<file path="src/rtl/id_char_feeder.sv">
// rtl/id_char_feeder.sv - buffers a 10-character ASCII ID, validates and converts it,
// then bursts the 6-bit codes to the ID checker followed by a result-window gap.
module id_char_feeder #(
   parameter int ID_LEN     = 10,
   parameter int GAP_CYCLES = 2
) (
   input  logic       clk,
   input  logic       rst_n,
   input  logic       char_valid,
   input  logic [7:0] char_data,
   input  logic       char_last,
   output logic       char_ready,
   output logic       out_valid,
   output logic [5:0] out_id,
   output logic       fmt_err,
   output logic [1:0] err_code,
   output logic       busy
);

   typedef enum logic [1:0] {S_COLLECT, S_SKIP, S_EMIT, S_GAP} state_t;

   localparam logic [3:0] LAST_POS = 4'(ID_LEN - 1);
   localparam logic [3:0] LAST_GAP = 4'(GAP_CYCLES - 1);

   state_t     r_state;
   logic [3:0] r_pos;
   logic       r_bad;
   logic [3:0] r_idx;
   logic [3:0] r_gap;
   logic       r_fmt_err;
   logic [1:0] r_err_code;
   logic [5:0] r_buf [ID_LEN];

   state_t     w_state_nx;
   logic [3:0] w_pos_nx;
   logic       w_bad_nx;
   logic [3:0] w_idx_nx;
   logic [3:0] w_gap_nx;
   logic       w_fmt_nx;
   logic [1:0] w_code_nx;
   logic       w_wr;
   logic       w_bad_all;
   logic       w_accept;
   logic       w_is_up;
   logic       w_is_lo;
   logic       w_is_dig;
   logic [7:0] w_up;
   logic [5:0] w_let;
   logic [5:0] w_code;
   logic       w_viol;

   assign char_ready = (r_state == S_COLLECT) || (r_state == S_SKIP);
   assign w_accept   = char_valid && char_ready;
   assign out_valid  = (r_state == S_EMIT);
   assign out_id     = out_valid ? r_buf[r_idx] : 6'd0;
   assign busy       = (r_state == S_EMIT) || (r_state == S_GAP);
   assign fmt_err    = r_fmt_err;
   assign err_code   = r_err_code;

   assign w_is_up  = (char_data >= 8'h41) && (char_data <= 8'h5A);
   assign w_is_lo  = (char_data >= 8'h61) && (char_data <= 8'h7A);
   assign w_is_dig = (char_data >= 8'h30) && (char_data <= 8'h39);
   assign w_up     = char_data & 8'hDF;

   // The checker's letter codes skip the ambiguous I/O/W/Z slots, so a table is needed.
   always_comb begin
      w_let = 6'd0;
      case (w_up)
         8'h41: w_let = 6'd10;  8'h42: w_let = 6'd11;  8'h43: w_let = 6'd12;
         8'h44: w_let = 6'd13;  8'h45: w_let = 6'd14;  8'h46: w_let = 6'd15;
         8'h47: w_let = 6'd16;  8'h48: w_let = 6'd17;  8'h49: w_let = 6'd34;
         8'h4A: w_let = 6'd18;  8'h4B: w_let = 6'd19;  8'h4C: w_let = 6'd20;
         8'h4D: w_let = 6'd21;  8'h4E: w_let = 6'd22;  8'h4F: w_let = 6'd35;
         8'h50: w_let = 6'd23;  8'h51: w_let = 6'd24;  8'h52: w_let = 6'd25;
         8'h53: w_let = 6'd26;  8'h54: w_let = 6'd27;  8'h55: w_let = 6'd28;
         8'h56: w_let = 6'd29;  8'h57: w_let = 6'd32;  8'h58: w_let = 6'd30;
         8'h59: w_let = 6'd31;  8'h5A: w_let = 6'd33;
         default: w_let = 6'd0;
      endcase
   end

   always_comb begin
      w_code = 6'd0;
      w_viol = 1'b0;
      if (r_pos == 4'd0) begin
         if (w_is_up || w_is_lo) w_code = w_let;
         else                    w_viol = 1'b1;
      end else if (r_pos == 4'd1) begin
         if (char_data == 8'h31 || char_data == 8'h32) w_code = {2'b00, char_data[3:0]};
         else                                          w_viol = 1'b1;
      end else begin
         if (w_is_dig) w_code = {2'b00, char_data[3:0]};
         else          w_viol = 1'b1;
      end
   end

   always_comb begin
      w_state_nx = r_state;
      w_pos_nx   = r_pos;
      w_bad_nx   = r_bad;
      w_idx_nx   = r_idx;
      w_gap_nx   = r_gap;
      w_fmt_nx   = 1'b0;
      w_code_nx  = 2'd0;
      w_wr       = 1'b0;
      // Position 0 starts a fresh ID, so the stale flag from a dropped ID is ignored.
      w_bad_all  = ((r_pos == 4'd0) ? 1'b0 : r_bad) | w_viol;
      case (r_state)
         S_COLLECT: begin
            if (w_accept) begin
               w_wr     = 1'b1;
               w_bad_nx = w_bad_all;
               if (r_pos == LAST_POS) begin
                  w_pos_nx = 4'd0;
                  if (!char_last) begin
                     w_fmt_nx   = 1'b1;
                     w_code_nx  = 2'd2;
                     w_state_nx = S_SKIP;
                  end else if (w_bad_all) begin
                     w_fmt_nx  = 1'b1;
                     w_code_nx = 2'd1;
                  end else begin
                     w_idx_nx   = 4'd0;
                     w_state_nx = S_EMIT;
                  end
               end else if (char_last) begin
                  w_pos_nx  = 4'd0;
                  w_fmt_nx  = 1'b1;
                  w_code_nx = 2'd2;
               end else begin
                  w_pos_nx = r_pos + 4'd1;
               end
            end
         end
         S_SKIP: begin
            if (w_accept && char_last) w_state_nx = S_COLLECT;
         end
         S_EMIT: begin
            if (r_idx == LAST_POS) begin
               w_gap_nx   = 4'd0;
               w_state_nx = S_GAP;
            end else begin
               w_idx_nx = r_idx + 4'd1;
            end
         end
         S_GAP: begin
            if (r_gap == LAST_GAP) w_state_nx = S_COLLECT;
            else                   w_gap_nx   = r_gap + 4'd1;
         end
         default: w_state_nx = S_COLLECT;
      endcase
   end

   always_ff @(posedge clk or negedge rst_n) begin
      if (!rst_n) begin
         r_state    <= S_COLLECT;
         r_pos      <= 4'd0;
         r_bad      <= 1'b0;
         r_idx      <= 4'd0;
         r_gap      <= 4'd0;
         r_fmt_err  <= 1'b0;
         r_err_code <= 2'd0;
      end else begin
         r_state    <= w_state_nx;
         r_pos      <= w_pos_nx;
         r_bad      <= w_bad_nx;
         r_idx      <= w_idx_nx;
         r_gap      <= w_gap_nx;
         r_fmt_err  <= w_fmt_nx;
         r_err_code <= w_code_nx;
      end
   end

   always_ff @(posedge clk) begin
      if (w_wr) r_buf[r_pos] <= w_code;
   end

endmodule

</file>
<file path="config.mk">
export PLATFORM = sky130hd
export DESIGN_NAME = id_char_feeder
export DESIGN_NICKNAME = d
export VERILOG_FILES = /design/src/rtl/id_char_feeder.sv
export SDC_FILE = /design/constraint.sdc
export NUM_CORES = 1
export LEC_CHECK = 0
export CAP_MARGIN = 15
export CORE_MARGIN = 2
export CORE_UTILIZATION = 50
export CTS_BUF_LIST = sky130_fd_sc_hd__clkbuf_8
export DETAILED_ROUTE_END_ITERATION = 7
export PLACE_DENSITY = 0.71
export SLEW_MARGIN = 40
export SYNTH_ARGS = -nofsm -noshare
export SYNTH_HDL_FRONTEND = slang
export SYNTH_SLANG_ARGS = --single-unit
</file>
<file path="constraint.sdc">
create_clock -name clk -period 2.45 [get_ports clk]
set_input_delay 0.49 -clock clk [delete_from_list [all_inputs] [get_ports clk]]
set_output_delay 0.49 -clock clk [all_outputs]
set_load 0.05 [all_outputs]
</file>
==> results of run 1 <==
==> worst max-delay path: cells and delay by family, from the launching register on <==
family                 cells  cell delay (ns)
DFF                        1             0.44
buffers and inverters      3             0.50
muxes                      1             0.50
AOI/OAI and AO/OA          2             0.33
==> cell type report <==
cell class                      count  area (sq um)  area share
Sequential cell                    78          2250       0.461
Multi-Input combinational cell    195          1610       0.329
Clock buffer                        9           124      0.0253
Clock inverter                      7          41.3     0.00844
Tap cell                          102           128      0.0261
Inverter                           10          37.5     0.00767
Timing Repair Buffer               72           694       0.142
==> timing repair <==
action / in CTS / in global routing
pin swaps: 8 / 2
resized for setup: 21 / 0
hold buffers: 0 / 0
setup endpoints to repair: 16 / 6
gates cloned: 1 / 0
buffers inserted: 4 / 0
==> cell usage in the layout, fill, tap and decap left out, drive strengths merged, types with 2 or more instances in the layout <==
cell type	n
mux2i	7
xnor2	2
a21oi	7
inv	10
a22oi	3
mux4	12
clkbuf	9
a2111oi	3
and2	7
a31oi	5
nand2b	4
clkinv	6
nor2	19
nor3b	7
o21ai	21
a211o	2
buf	56
nand3	8
a22o	6
clkdlybuf4s50	16
nand2	19
dfrtp	18
o32ai	2
and3	5
nor2b	11
mux2	2
a211oi	15
ha	15
edfxtp	60
==> per-stage QoR <==
stage                     TNS [ns]  power [mW]  hold slack (ns)
after floorplan                  0        1.69            0.194
after global placement       -8.24        1.81            0.535
after detailed placement    -12.09        1.82            0.541
after CTS                   -0.976        2.63            0.458
after global routing         -1.29        2.71            0.484
final                       -0.823        2.60            0.461
==> sequential cells by signal, summed over array words and instances (netlist names) <==
name	flops
err_code	2
fmt_err	1
r_bad	1
r_buf	60
r_gap	4
r_idx	4
r_pos	4
r_state	2
==> path summary, 6_finish.rpt <==
check                                      from              endpoint  slack, ns  cells past startpoint
setup / recovery           r_idx[0]$_DFFE_PN0P_             out_id[1]      -0.16                      6
setup reg to reg           r_idx[3]$_DFFE_PN0P_  r_idx[3]$_DFFE_PN0P_       0.46                      5
hold reg to reg            r_gap[1]$_DFFE_PN0P_  r_gap[1]$_DFFE_PN0P_       0.56                      1
min in group clk           r_gap[1]$_DFFE_PN0P_  r_gap[1]$_DFFE_PN0P_       0.56                      1
max in group asynchronous                 rst_n  r_idx[0]$_DFFE_PN0P_       1.78                      2
hold / removal                            rst_n  r_gap[3]$_DFFE_PN0P_       0.46                      2
==> power by group <==
part | internal [mW] | total, mW | leakage [nW] | switching [mW]
clock | 0.360 | 0.811 | 0.0885 | 0.451
combinational | 0.128 | 0.294 | 1.08 | 0.166
sequential | 1.48 | 1.50 | 0.770 | 0.0230
==> logic make-up (layout without fill, tap and decap cells) <==
family	count (synthesis)	count (layout)
xor+xnor	3	3
fa+ha+maj	15	15
flops	78	78
buf+inv	27	98
simple gates	86	86
mux	21	21
compound gates	70	70
==> routing by layer <==
metal / global-route usage / up-vias
met5: 0 / -
met4: 0.0920 / 0
met3: 0.0203 / 13
met2: 0.348 / 60
met1: 0.269 / 1302
li1: - / 1273
==> results.sh, run 1 <==
export IMPL_gr_total_overflow=0
export IMPL_insertion_delay_ns=0.35
export IMPL_synthTopCellsByArea="edfxtp_1 46%, dfrtp_1 12%, mux4_2 5.8%"
export IMPL_synthCells=300
export IMPL_clock_sinks=78
export IMPL_final_cells=473
export IMPL_core_area_sq_um=7650
export IMPL_place_hpwl_mm=5.64
export IMPL_seq_area_frac_synth=0.577
export IMPL_syn_nets=327
export IMPL_pre_cts_slack_ns=-0.360
export IMPL_ant_nets=0
export IMPL_syn_area_sq_um=3900
export IMPL_final_min_clock_period_ns=2.61
export IMPL_grt_pass1_wl_mm=13.2
export IMPL_fin_area_sq_um=4890
export IMPL_grt_max_degree=19
export IMPL_hold_path_class="in2async"
export IMPL_yosys_area_top_type_share=0.462
export IMPL_drt_wl_total_mm=8.06
export IMPL_max_slew_margin=0.458
export IMPL_finalClockSkew_ns=0.0100
export IMPL_ir_worst_vdd_mv=0.291
export IMPL_final_core_util=0.640
export IMPL_dr_total_vias=2648
export IMPL_antenna_found_initial=0
export IMPL_die_width_um=92.3
export IMPL_root_buffer="clkbuf_8"
export IMPL_yosysMostFrequentCell="edfxtp_1"
export IMPL_n_antenna_cell=0
export IMPL_drive_gt1_frac=0.288
export IMPL_yosys_warnings=0
export IMPL_nFillCells=572
export IMPL_end_kind="output pin"
export IMPL_crit_top_cell="a211oi_2"
export IMPL_yosys_area_share_simple=0.116
export IMPL_layout_nets=393
export IMPL_area_growth_pct=25.3
export IMPL_synth_area_leader_cell="edfxtp_1"
export IMPL_die_y_um=92.3
export IMPL_fin_ws_ns=-0.155
export IMPL_met2_length_mm=4.18
export IMPL_synth_area_per_cell_sq_um=13.0
export IMPL_power_density_nw_per_um2=533
export IMPL_fmax_ghz=0.384
export IMPL_slew_violations=0
export IMPL_crit_type="reg2out"
export IMPL_routed_wl_met3_um=220
export IMPL_port_buffers=23
export IMPL_cp_data_arrival_time_ns=2.12
export IMPL_synth_xor_area_share=0.00673
export IMPL_status="finished, violations left"
export IMPL_slowest_stage="mux4_2"
export IMPL_drt_iter0_drc=110
export IMPL_netlist_top_cells_count="60 x edfxtp_1, 19 x nand2_1, 19 x nor2_1, 18 x dfrtp_1, 18 x o21ai_0"
export IMPL_start_util=0.510
export IMPL_io_pins=24
export IMPL_cts_htree_levels=3
export IMPL_cp_cell_sequence="buf_12 > buf_4 > mux4_2 > a211oi_2 > a211oi_2 > buf_6"
export IMPL_top_layer="met4"
export IMPL_finalWeightedCongestion=0.864
export IMPL_wl_met1_mm=3.48
export IMPL_synth_cell_types=48
export IMPL_clock_path_buffers=2
export IMPL_gr_usage_all_layers=0.205
export IMPL_ys_ff_latch=78
export IMPL_tightest_slew_ns=0.812
export IMPL_cts_buffers=9
export IMPL_clk_pin_slew_ns=0.08
export IMPL_placed_area_sq_um=4590
export IMPL_synth_edf_count=60
export IMPL_synth_compound_area_share=0.127
export IMPL_synth_adder_area_share=0.0481
export IMPL_rsz0062_at_grt="true"
export IMPL_async_flop_share=0.231
export IMPL_dp_cells=453
export IMPL_crit_required_ns=1.96
export IMPL_first_global_vias=2577
export IMPL_cp_max_fo=7
export IMPL_tritoncts="done"
export IMPL_drv_cap=0
export IMPL_synth_ff_type="edfxtp_1"
export IMPL_hold_viol=0
export IMPL_synth_mux_area_frac=0.0949
export IMPL_setup_viol=6
export IMPL_viasPerCell=5.60
export IMPL_slowest_delay_ns=0.50
export IMPL_drc=0
export IMPL_drt_pass1_iterations=4
export IMPL_synth_top_family_by_area="compound AO/OA/AOI/OAI gates"
export IMPL_violations="negative setup slack"
export IMPL_startpoint_type="flip-flop"
export IMPL_dieArea_sq_um=8530
export IMPL_rows=32
export IMPL_fin_crit_sh=1.06
export IMPL_wl_per_cell_um=17.0
export IMPL_leakage_nw=1.94
(Power assumes the default switching activity.)
==> run 2, diff against run 1 <==
--- a/config.mk
+++ b/config.mk
@@ -11,6 +11,7 @@
 export CTS_BUF_LIST = sky130_fd_sc_hd__clkbuf_8
 export DETAILED_ROUTE_END_ITERATION = 7
 export PLACE_DENSITY = 0.71
+export SKIP_CTS_REPAIR_TIMING = 1
 export SLEW_MARGIN = 40
 export SYNTH_ARGS = -nofsm -noshare
 export SYNTH_HDL_FRONTEND = slang
==> results.sh, run 2 (same netlist as run 1, synthesis figures left out) <==
export IMPL_pre_cts_slack_ns=-0.360
export IMPL_cp_max_fo=8
export IMPL_root_buffer="clkbuf_8"
export IMPL_rsz0062_at_grt="true"
export IMPL_max_slew_margin=0.444
export IMPL_final_cell_mix="60 x edfxtp_1, 47 x buf_4, 19 x nor2_1, 19 x nand2_1, 18 x o21ai_0"
export IMPL_slew_violations=0
export IMPL_port_buffers=23
export IMPL_fin_ws_ns=-0.179
export IMPL_hold_path_class="in2async"
export IMPL_gr_usage_all_layers=0.199
export IMPL_grt_max_degree=20
export IMPL_tightest_slew_ns=0.834
export IMPL_grt_pass1_wl_mm=12.8
export IMPL_crit_type="reg2out"
export IMPL_drt_iter0_drc=112
export IMPL_layout_nets=398
export IMPL_drc=0
export IMPL_cp_data_arrival_time_ns=2.14
export IMPL_rows=32
export IMPL_holdWs_ns=0.462
export IMPL_fmax_ghz=0.380
export IMPL_r2r_slack_ns=0.34
export IMPL_dr_total_vias=2699
export IMPL_startpoint="r_idx[0]$_DFFE_PN0P_"
export IMPL_hold_viol=0
export IMPL_wl_per_cell_um=17.4
export IMPL_reg2reg_depth=5
export IMPL_layout_commonest_cell="edfxtp_1"
export IMPL_fin_total_pwr_mw=2.60
export IMPL_finalClockSkew_ns=0.0103
export IMPL_core_area_sq_um=7650
export IMPL_crit_required_ns=1.96
export IMPL_largest_register_ff_count=60
export IMPL_area_growth_pct=26.3
export IMPL_nFillCells=575
export IMPL_drv_cap=0
export IMPL_place_hpwl_mm=5.64
export IMPL_die_width_um=92.3
export IMPL_violations="negative setup slack"
export IMPL_clock_path_buffers=2
export IMPL_regMostFlops="r_buf"
export IMPL_insertion_delay_ns=0.35
export IMPL_antenna_found_initial=0
export IMPL_setup_viol=6
export IMPL_cts_buffers=9
export IMPL_fin_crit_sh=1.07
export IMPL_tritoncts="done"
export IMPL_status="finished, violations left"
export IMPL_drt_pass1_iterations=4
export IMPL_leakage_nw=1.96
export IMPL_finalWeightedCongestion=0.864
export IMPL_first_global_vias=2547
export IMPL_start_util=0.510
export IMPL_dieArea_sq_um=8530
export IMPL_endpoint="out_id[4]"
export IMPL_clk_pin_slew_ns=0.08
export IMPL_finalSetupTns_ns=-0.921
export IMPL_reg2reg_from="r_idx[3]$_DFFE_PN0P_"
export IMPL_r2r_end="r_idx[3]$_DFFE_PN0P_"
export IMPL_end_kind="output pin"
export IMPL_gr_total_overflow=0
export IMPL_cts_htree_levels=3
export IMPL_die_y_um=92.3
export IMPL_clock_sinks=78
export IMPL_drt_wl_total_mm=8.30
export IMPL_startpoint_type="flip-flop"
export IMPL_ir_worst_vdd_mv=0.287
export IMPL_drive_gt1_frac=0.295
export IMPL_final_min_clock_period_ns=2.63
export IMPL_viasPerCell=5.65
export IMPL_n_antenna_cell=0
export IMPL_ant_nets=0
export IMPL_power_density_nw_per_um2=529
export IMPL_io_pins=24
==> run 2: cell count changes in the layout (fill, tap and decap cells not counted), sizes merged <==
cell    delta
clkbuf     +1
buf        +4
==> run 2: critical path, stage by stage, from the launching register on <==
cell and delay [ns]:
dfrtp_2 0.43, buf_12 0.16, buf_4 0.15, mux4_2 0.50, a211oi_2 0.26, a211oi_2 0.08, buf_6 0.20
==> run 2: how the worst min path moves through the flow <==
stage                               from                     to  slack (ns)  depth (start not counted)
floorplan                          rst_n  err_code[0]$_DFF_PN0_        0.19                          0
global placement    r_gap[1]$_DFFE_PN0P_   r_gap[1]$_DFFE_PN0P_        0.54                          1
detailed placement  r_gap[1]$_DFFE_PN0P_   r_gap[1]$_DFFE_PN0P_        0.54                          1
CTS                                rst_n   r_gap[2]$_DFFE_PN0P_        0.46                          2
global route                       rst_n   r_gap[2]$_DFFE_PN0P_        0.48                          2
finish                             rst_n   r_idx[2]$_DFFE_PN0P_        0.46                          2
==> run 2: area by class of cell <==
type | instances | area [sq um] | area share
inverter | 10 | 37.5 | 0.00762
multi-input combinational | 195 | 1610 | 0.326
timing repair buffer | 77 | 737 | 0.150
sequential | 78 | 2250 | 0.457
tap | 102 | 128 | 0.0259
clock buffer | 9 | 124 | 0.0251
clock inverter | 7 | 41.3 | 0.00838
==> run 2: routing by layer <==
| layer | global-route usage | wire length (um) |
|---|---|---|
| met4 | 0.0920 | 195 |
| met5 | 0 | 0 |
| met3 | 0.0203 | 383 |
| met2 | 0.340 | 4340 |
| met1 | 0.257 | 3380 |
==> run 2: power by group <==
| part | switching, mW | total [mW] | leakage, nW | internal (mW) |
|---|---|---|---|---|
| Sequential | 0.0230 | 1.50 | 0.770 | 1.48 |
| Combinational | 0.167 | 0.294 | 1.10 | 0.128 |
| Clock | 0.450 | 0.809 | 0.0885 | 0.360 |
==> run 2: per-stage QoR <==
stage	util	instance area [sq um]	std cells
after floorplan	-	3930	300
after global placement	0.601	4590	453
after detailed placement	0.601	4590	453
after CTS	0.622	4760	469
after global routing	0.644	4930	478
final	0.644	4930	478
